### src/rtl/psum_accumulator.sv
// psum_accumulator: sums 8-lane signed PSUM words from the CIM unit over a
// configurable number of input-channel passes. On the last pass it applies
// ReLU, an arithmetic right shift and 4b saturation to produce 8 activations.
// Optional feature: define PSUM_ACC_BIAS_EN to add a per-lane signed bias
// (bias_in) that is latched per group and added before ReLU.
module psum_accumulator #(
  parameter int LANES  = 8,
  parameter int PSUM_W = 18,
  parameter int ACC_W  = 24,
  parameter int ACT_W  = 4
) (
  input  logic                    clk,
  input  logic                    rst,
  input  logic                    psum_valid,
  output logic                    psum_ready,
  input  logic [LANES*PSUM_W-1:0] psum_in,
  input  logic [4:0]              cfg_pass_num,
  input  logic [3:0]              cfg_shift,
`ifdef PSUM_ACC_BIAS_EN
  input  logic [LANES*12-1:0]     bias_in,
`endif
  output logic                    act_valid,
  input  logic                    act_ready,
  output logic [LANES*ACT_W-1:0]  act_out,
  output logic                    ovf_flag
);

  localparam int ACT_MAX = (1 << ACT_W) - 1;

  typedef enum logic [0:0] {IDLE, ACCUM} state_t;

  state_t                   state_q, state_d;
  logic [4:0]               pass_cnt_q, pass_cnt_d;
  logic [4:0]               pass_num_q, pass_num_d;
  logic [3:0]               shift_q, shift_d;
  logic signed [ACC_W-1:0]  acc_q [LANES];
  logic signed [ACC_W-1:0]  acc_d [LANES];
  logic                     act_valid_q, act_valid_d;
  logic [LANES*ACT_W-1:0]   act_out_q, act_out_d;
  logic                     ovf_q, ovf_d;

  logic                     accept;
  logic                     first_c;
  logic                     final_c;
  logic                     lane_ovf;
  logic [4:0]               eff_num;
  logic [3:0]               eff_shift;
  logic signed [ACC_W-1:0]  sum_c [LANES];
  logic signed [ACC_W:0]    sum_x_c [LANES];
  logic [ACT_W-1:0]         act_c [LANES];

`ifdef PSUM_ACC_BIAS_EN
  localparam int BIAS_W = 12;
  logic [LANES*BIAS_W-1:0]  bias_q, bias_d;
  logic [BIAS_W-1:0]        bias_c [LANES];
`endif

  // Sign-extend one PSUM lane to one bit wider than the accumulator.
  function automatic logic signed [ACC_W:0] sext_psum(input logic [PSUM_W-1:0] p);
    return {{(ACC_W+1-PSUM_W){p[PSUM_W-1]}}, p};
  endfunction

  // Add a lane word to the accumulator, clamping to the signed ACC_W range.
  function automatic logic signed [ACC_W-1:0] sat_sum(input logic signed [ACC_W-1:0] a,
                                                       input logic signed [ACC_W:0]   b);
    logic signed [ACC_W:0] w;
    w = {a[ACC_W-1], a} + b;
    if (w[ACC_W] != w[ACC_W-1])
      return w[ACC_W] ? {1'b1, {(ACC_W-1){1'b0}}} : {1'b0, {(ACC_W-1){1'b1}}};
    return w[ACC_W-1:0];
  endfunction

  // Report whether the same addition left the representable range.
  function automatic logic sum_ovf(input logic signed [ACC_W-1:0] a,
                                   input logic signed [ACC_W:0]   b);
    logic signed [ACC_W:0] w;
    w = {a[ACC_W-1], a} + b;
    return w[ACC_W] != w[ACC_W-1];
  endfunction

  // ReLU, right shift and clamp to the unsigned activation range.
  function automatic logic [ACT_W-1:0] act_of(input logic signed [ACC_W:0] v,
                                              input logic [3:0]             sh);
    logic [ACC_W:0] r;
    if (v[ACC_W]) return '0;
    r = v >> sh;
    if (r > (ACC_W+1)'(ACT_MAX)) return ACT_W'(ACT_MAX);
    return r[ACT_W-1:0];
  endfunction

  // Input handshake only stalls while an unaccepted result is being held.
  assign psum_ready = !(act_valid_q && !act_ready);
  assign accept     = psum_valid && psum_ready;

  // Next-state logic: per-lane accumulate/emit datapath and the pass-counting FSM.
  always_comb begin
    state_d     = state_q;
    pass_cnt_d  = pass_cnt_q;
    pass_num_d  = pass_num_q;
    shift_d     = shift_q;
    acc_d       = acc_q;
    act_valid_d = act_valid_q;
    act_out_d   = act_out_q;
    ovf_d       = ovf_q;
`ifdef PSUM_ACC_BIAS_EN
    bias_d      = bias_q;
`endif

    first_c   = (state_q == IDLE);
    eff_num   = (cfg_pass_num == 5'd0) ? 5'd1 : cfg_pass_num;
    eff_shift = first_c ? cfg_shift : shift_q;
    lane_ovf  = 1'b0;

    for (int i = 0; i < LANES; i++) begin
      sum_c[i] = sat_sum(first_c ? '0 : acc_q[i], sext_psum(psum_in[i*PSUM_W +: PSUM_W]));
      lane_ovf = lane_ovf | sum_ovf(first_c ? '0 : acc_q[i],
                                    sext_psum(psum_in[i*PSUM_W +: PSUM_W]));
`ifdef PSUM_ACC_BIAS_EN
      bias_c[i]   = first_c ? bias_in[i*BIAS_W +: BIAS_W] : bias_q[i*BIAS_W +: BIAS_W];
      sum_x_c[i]  = {sum_c[i][ACC_W-1], sum_c[i]}
                  + {{(ACC_W+1-BIAS_W){bias_c[i][BIAS_W-1]}}, bias_c[i]};
`else
      sum_x_c[i]  = {sum_c[i][ACC_W-1], sum_c[i]};
`endif
      act_c[i] = act_of(sum_x_c[i], eff_shift);
    end

    final_c = first_c ? (eff_num == 5'd1) : (pass_cnt_q == pass_num_q - 5'd1);

    if (act_valid_q && act_ready)
      act_valid_d = 1'b0;

    if (accept) begin
      acc_d = sum_c;
      ovf_d = ovf_q | lane_ovf;
      if (first_c) begin
        pass_num_d = eff_num;
        shift_d    = cfg_shift;
`ifdef PSUM_ACC_BIAS_EN
        bias_d     = bias_in;
`endif
      end
      if (final_c) begin
        state_d     = IDLE;
        pass_cnt_d  = 5'd0;
        act_valid_d = 1'b1;
        for (int i = 0; i < LANES; i++)
          act_out_d[i*ACT_W +: ACT_W] = act_c[i];
      end else begin
        state_d    = ACCUM;
        pass_cnt_d = pass_cnt_q + 5'd1;
      end
    end
  end

  // State and output registers with synchronous reset discarding any partial group.
  always_ff @(posedge clk) begin
    if (rst) begin
      state_q     <= IDLE;
      pass_cnt_q  <= 5'd0;
      pass_num_q  <= 5'd1;
      shift_q     <= 4'd0;
      for (int i = 0; i < LANES; i++)
        acc_q[i] <= '0;
      act_valid_q <= 1'b0;
      act_out_q   <= '0;
      ovf_q       <= 1'b0;
`ifdef PSUM_ACC_BIAS_EN
      bias_q      <= '0;
`endif
    end else begin
      state_q     <= state_d;
      pass_cnt_q  <= pass_cnt_d;
      pass_num_q  <= pass_num_d;
      shift_q     <= shift_d;
      acc_q       <= acc_d;
      act_valid_q <= act_valid_d;
      act_out_q   <= act_out_d;
      ovf_q       <= ovf_d;
`ifdef PSUM_ACC_BIAS_EN
      bias_q      <= bias_d;
`endif
    end
  end

  assign act_valid = act_valid_q;
  assign act_out   = act_out_q;
  assign ovf_flag  = ovf_q;

endmodule

### config.mk
export PLATFORM = sky130hd
export DESIGN_NAME = psum_accumulator
export DESIGN_NICKNAME = d
export VERILOG_FILES = /design/src/rtl/psum_accumulator.sv
export SDC_FILE = /design/constraint.sdc
export NUM_CORES = 1
export LEC_CHECK = 0
export ABC_AREA = 1
export BUFFER_PORTS_ARGS = -buffer_cell sky130_fd_sc_hd__buf_2
export CAP_MARGIN = 40
export CORE_UTILIZATION = 34
export DETAILED_ROUTE_END_ITERATION = 10
export SLEW_MARGIN = 40
export SYNTH_ARGS = -nofsm -noshare
export SYNTH_HDL_FRONTEND = slang
export SYNTH_SLANG_ARGS = --single-unit
### constraint.sdc
create_clock -name clk -period 5.13 [get_ports clk]
set_input_delay 0.513 -clock clk [delete_from_list [all_inputs] [get_ports clk]]
set_output_delay 0.513 -clock clk [all_outputs]
set_load 0.005 [all_outputs]
==> results.toml <==
[setup_path]
cp_slowest_cell = "fa_1"
start_kind = "flip-flop"
cp.arrival_ps = 5120
crit_fanout = 22
worst-setup-path-type = "reg -> reg"
rrSetupSlack_ps = 460
crit_top_cell = "nand2_1"
cp-end-kind = "flip-flop"
max_stage_delay_ps = 450
required_ps = 5580

[min_path]
hp-class = "in -> reg"

[power]
leakagePower_nw = 21.8
ir_worst_vdd_uv = 218
power.density_nw_per_um2 = 275

[finish]
area_delta_synth_final_pct = 9.30
nFillCells = 11298
stdcell_area_um2 = 36900
layout-drive-gt1-share_pct = 7.64
fin_util_pct = 37.5
multi_input_area_um2 = 24400
seq_area_um2 = 4830
nets = 6677

[floorplanning]
die_w_um = 317
start_util_pct = 34.3
core_area_um2 = 98400
io-pin-count = 192
die-area_um2 = 101000
fp-row-count = 115
dieHeight_um = 317

[job]
drv_cap = 0

[synthesis]
synth_top_area_share_pct = 24.5
postSynthNetCount = 6665
synthTopCellsByCount = "nand2_1 (2203), nand3_1 (911), inv_1 (860)"
netlist_instances = 6300
synth_top_flop_cell = "dfxtp_1"
synth.largest_area_cell = "nand2_1"
synthDistinctLibCells = 53
synth_area_um2 = 33800
ys_seq_area_share_pct = 14.3
yosysMostFrequentCell = "nand2_1"
synth.area.top_cells = "nand2_1 (24%), dfxtp_1 (14%), nand3_1 (13%)"
synth_edf_count = 0
yosysWarnings = 0
async_reset_ff_share_pct = 0
ys_seq_elements = 241
synth.avg_cell_area_um2 = 5.36

[timing]
setup_violations = 0
period_needed_ps = 4670
fin_crit_sh_pct = 91.0
slew_viol_final = 0
fin_ws_ps = 463
fin_skew_ps = 33.0
rsz0062_at_grt = "false"
relSlewSlack_pct = 44.9
worst_pin_slew_ps = 826
clock.fmax_ghz = 0.214
tns_ps = 0
whs_ps = 227
hold_viol = 0

[drt]
wire_per_inst_um = 15.9
wirelength_mm = 122
ant_nets = 0
drtIter0Drc = 3322
drt-vias-per-instance = 5.18
dr_total_vias = 39504
drtPass1Iterations = 6
drc = 0

[clock_tree]
clock_latency_ps = 570
holdBufCountCts = 0
clkSlewWorstSetupHoldPaths_ps = 60
htreeDepth = 2
cts_tree = "built"
cts_buffers = 34
cts_root_buf = "clkbuf_16"
clk_path_buf_depth = 3
clock_sinks = 241

[grt]
grt_pass1_wl_mm = 192
grtUsageTotal_pct = 23.5
antenna_found_initial = 7
grt-ovfl-total = 0
grt_pass1_vias = 36351
grt_max_degree = 164

[outcome]
status = "finished clean"

[placement]
placed_area_um2 = 35700
io_buffers = 191
dpl.hpwl_mm = 93.3
post-place-ws_ps = 256
place.gp.congestion = 0.952
[report_power, final]
| part | leakage, nW | total, mW | switching, mW | internal (mW) |
|---|---|---|---|---|
| clock | 0.581 | 2.57 | 1.03 | 1.55 |
| combinational | 19.2 | 5.39 | 3.67 | 1.72 |
| sequential | 2.00 | 2.21 | 0.139 | 2.07 |
| total | 21.8 | 10.2 | 4.84 | 5.34 |
[per-stage QoR]
step	total power, mW	std cells
final	10.2	7625
after global routing	11.0	7623
after CTS	10.2	7618
after detailed placement	7.54	7559
after global placement	7.51	7558
after floorplan	6.19	6300
[repair_timing]
item | 4_1_cts | 5_1_grt
setup endpoints to repair | 0 | 13
gates resized for setup | 0 | 9
buffers inserted | 0 | 4
[kinds of logic after synthesis]
family | count (synthesis) | synth area share (%)
buf+inv | 1150 | 13.7
simple gates | 3881 | 49.3
fa+ha+maj | 208 | 7.88
compound gates | 720 | 12.3
xor+xnor | 100 | 2.59
flops | 241 | 14.3
[critical path: cells and delay by family, from the launching register on]
kind | cells | cell delay (ps)
adders and majority gates | 3 | 1070
DFF | 1 | 420
buffers and inverters | 6 | 690
and+or+nand+nor | 25 | 2380
[cell usage in the layout (no fill, tap or decap), drive strengths merged, types with 3 or more instances in the layout]
cell and instances:
nand4 97, xnor2 40, bufinv 4, a21o 8, dfxtp 241, nor2 472
nand3b 18, diode 3, inv 868, ha 200, nand2 2270, xor2 60
nor3 29, clkinv 13, nand3 930, buf 254, or2 23, o21ai 260
o21bai 25, and2 38, o21a 4, clkbuf 44, o31ai 3, o211ai 151
a21oi 256, fa 8
[area by class of cell]
class	count	share of cell area (%)
flip-flops and latches	241	13.1
multi-input cells	4909	66.1
inverters	870	8.91
diodes	3	0.0203
repair buffers	256	4.35
clock buffers	42	2.60
clock inverters	17	0.606
well taps	1287	4.36
[flip-flops by register name, indices dropped and copies added (netlist names)]
register,cells
act_out,32
shift_q,4
act_valid,1
acc_q,192
pass_num_q,5
state_q,1
pass_cnt_q,5
ovf_flag,1
[worst paths after layout]
kind / startpoint / end / depth (start not counted)
max reg2reg: state_q$_SDFFE_PP0P_ / act_out[9]$_SDFFE_PP0P_ / 34
max: state_q$_SDFFE_PP0P_ / act_out[9]$_SDFFE_PP0P_ / 34
min: cfg_pass_num[1] / pass_num_q[1]$_SDFFE_PP0P_ / 3
min reg2reg: shift_q[1]$_SDFFE_PP0P_ / shift_q[1]$_SDFFE_PP0P_ / 2
[per-layer routing]
layer | up-vias | GRT usage [%] | part of all wire, %
met3 | 167 | 2.11 | 5.9
li1 | 20240 | - | -
met4 | 6 | 6.98 | 2.8
met5 | - | 0 | 0.028
met2 | 1162 | 38.7 | 45
met1 | 17929 | 32.3 | 46
No activity file was read; power rests on OpenSTA's default activity.
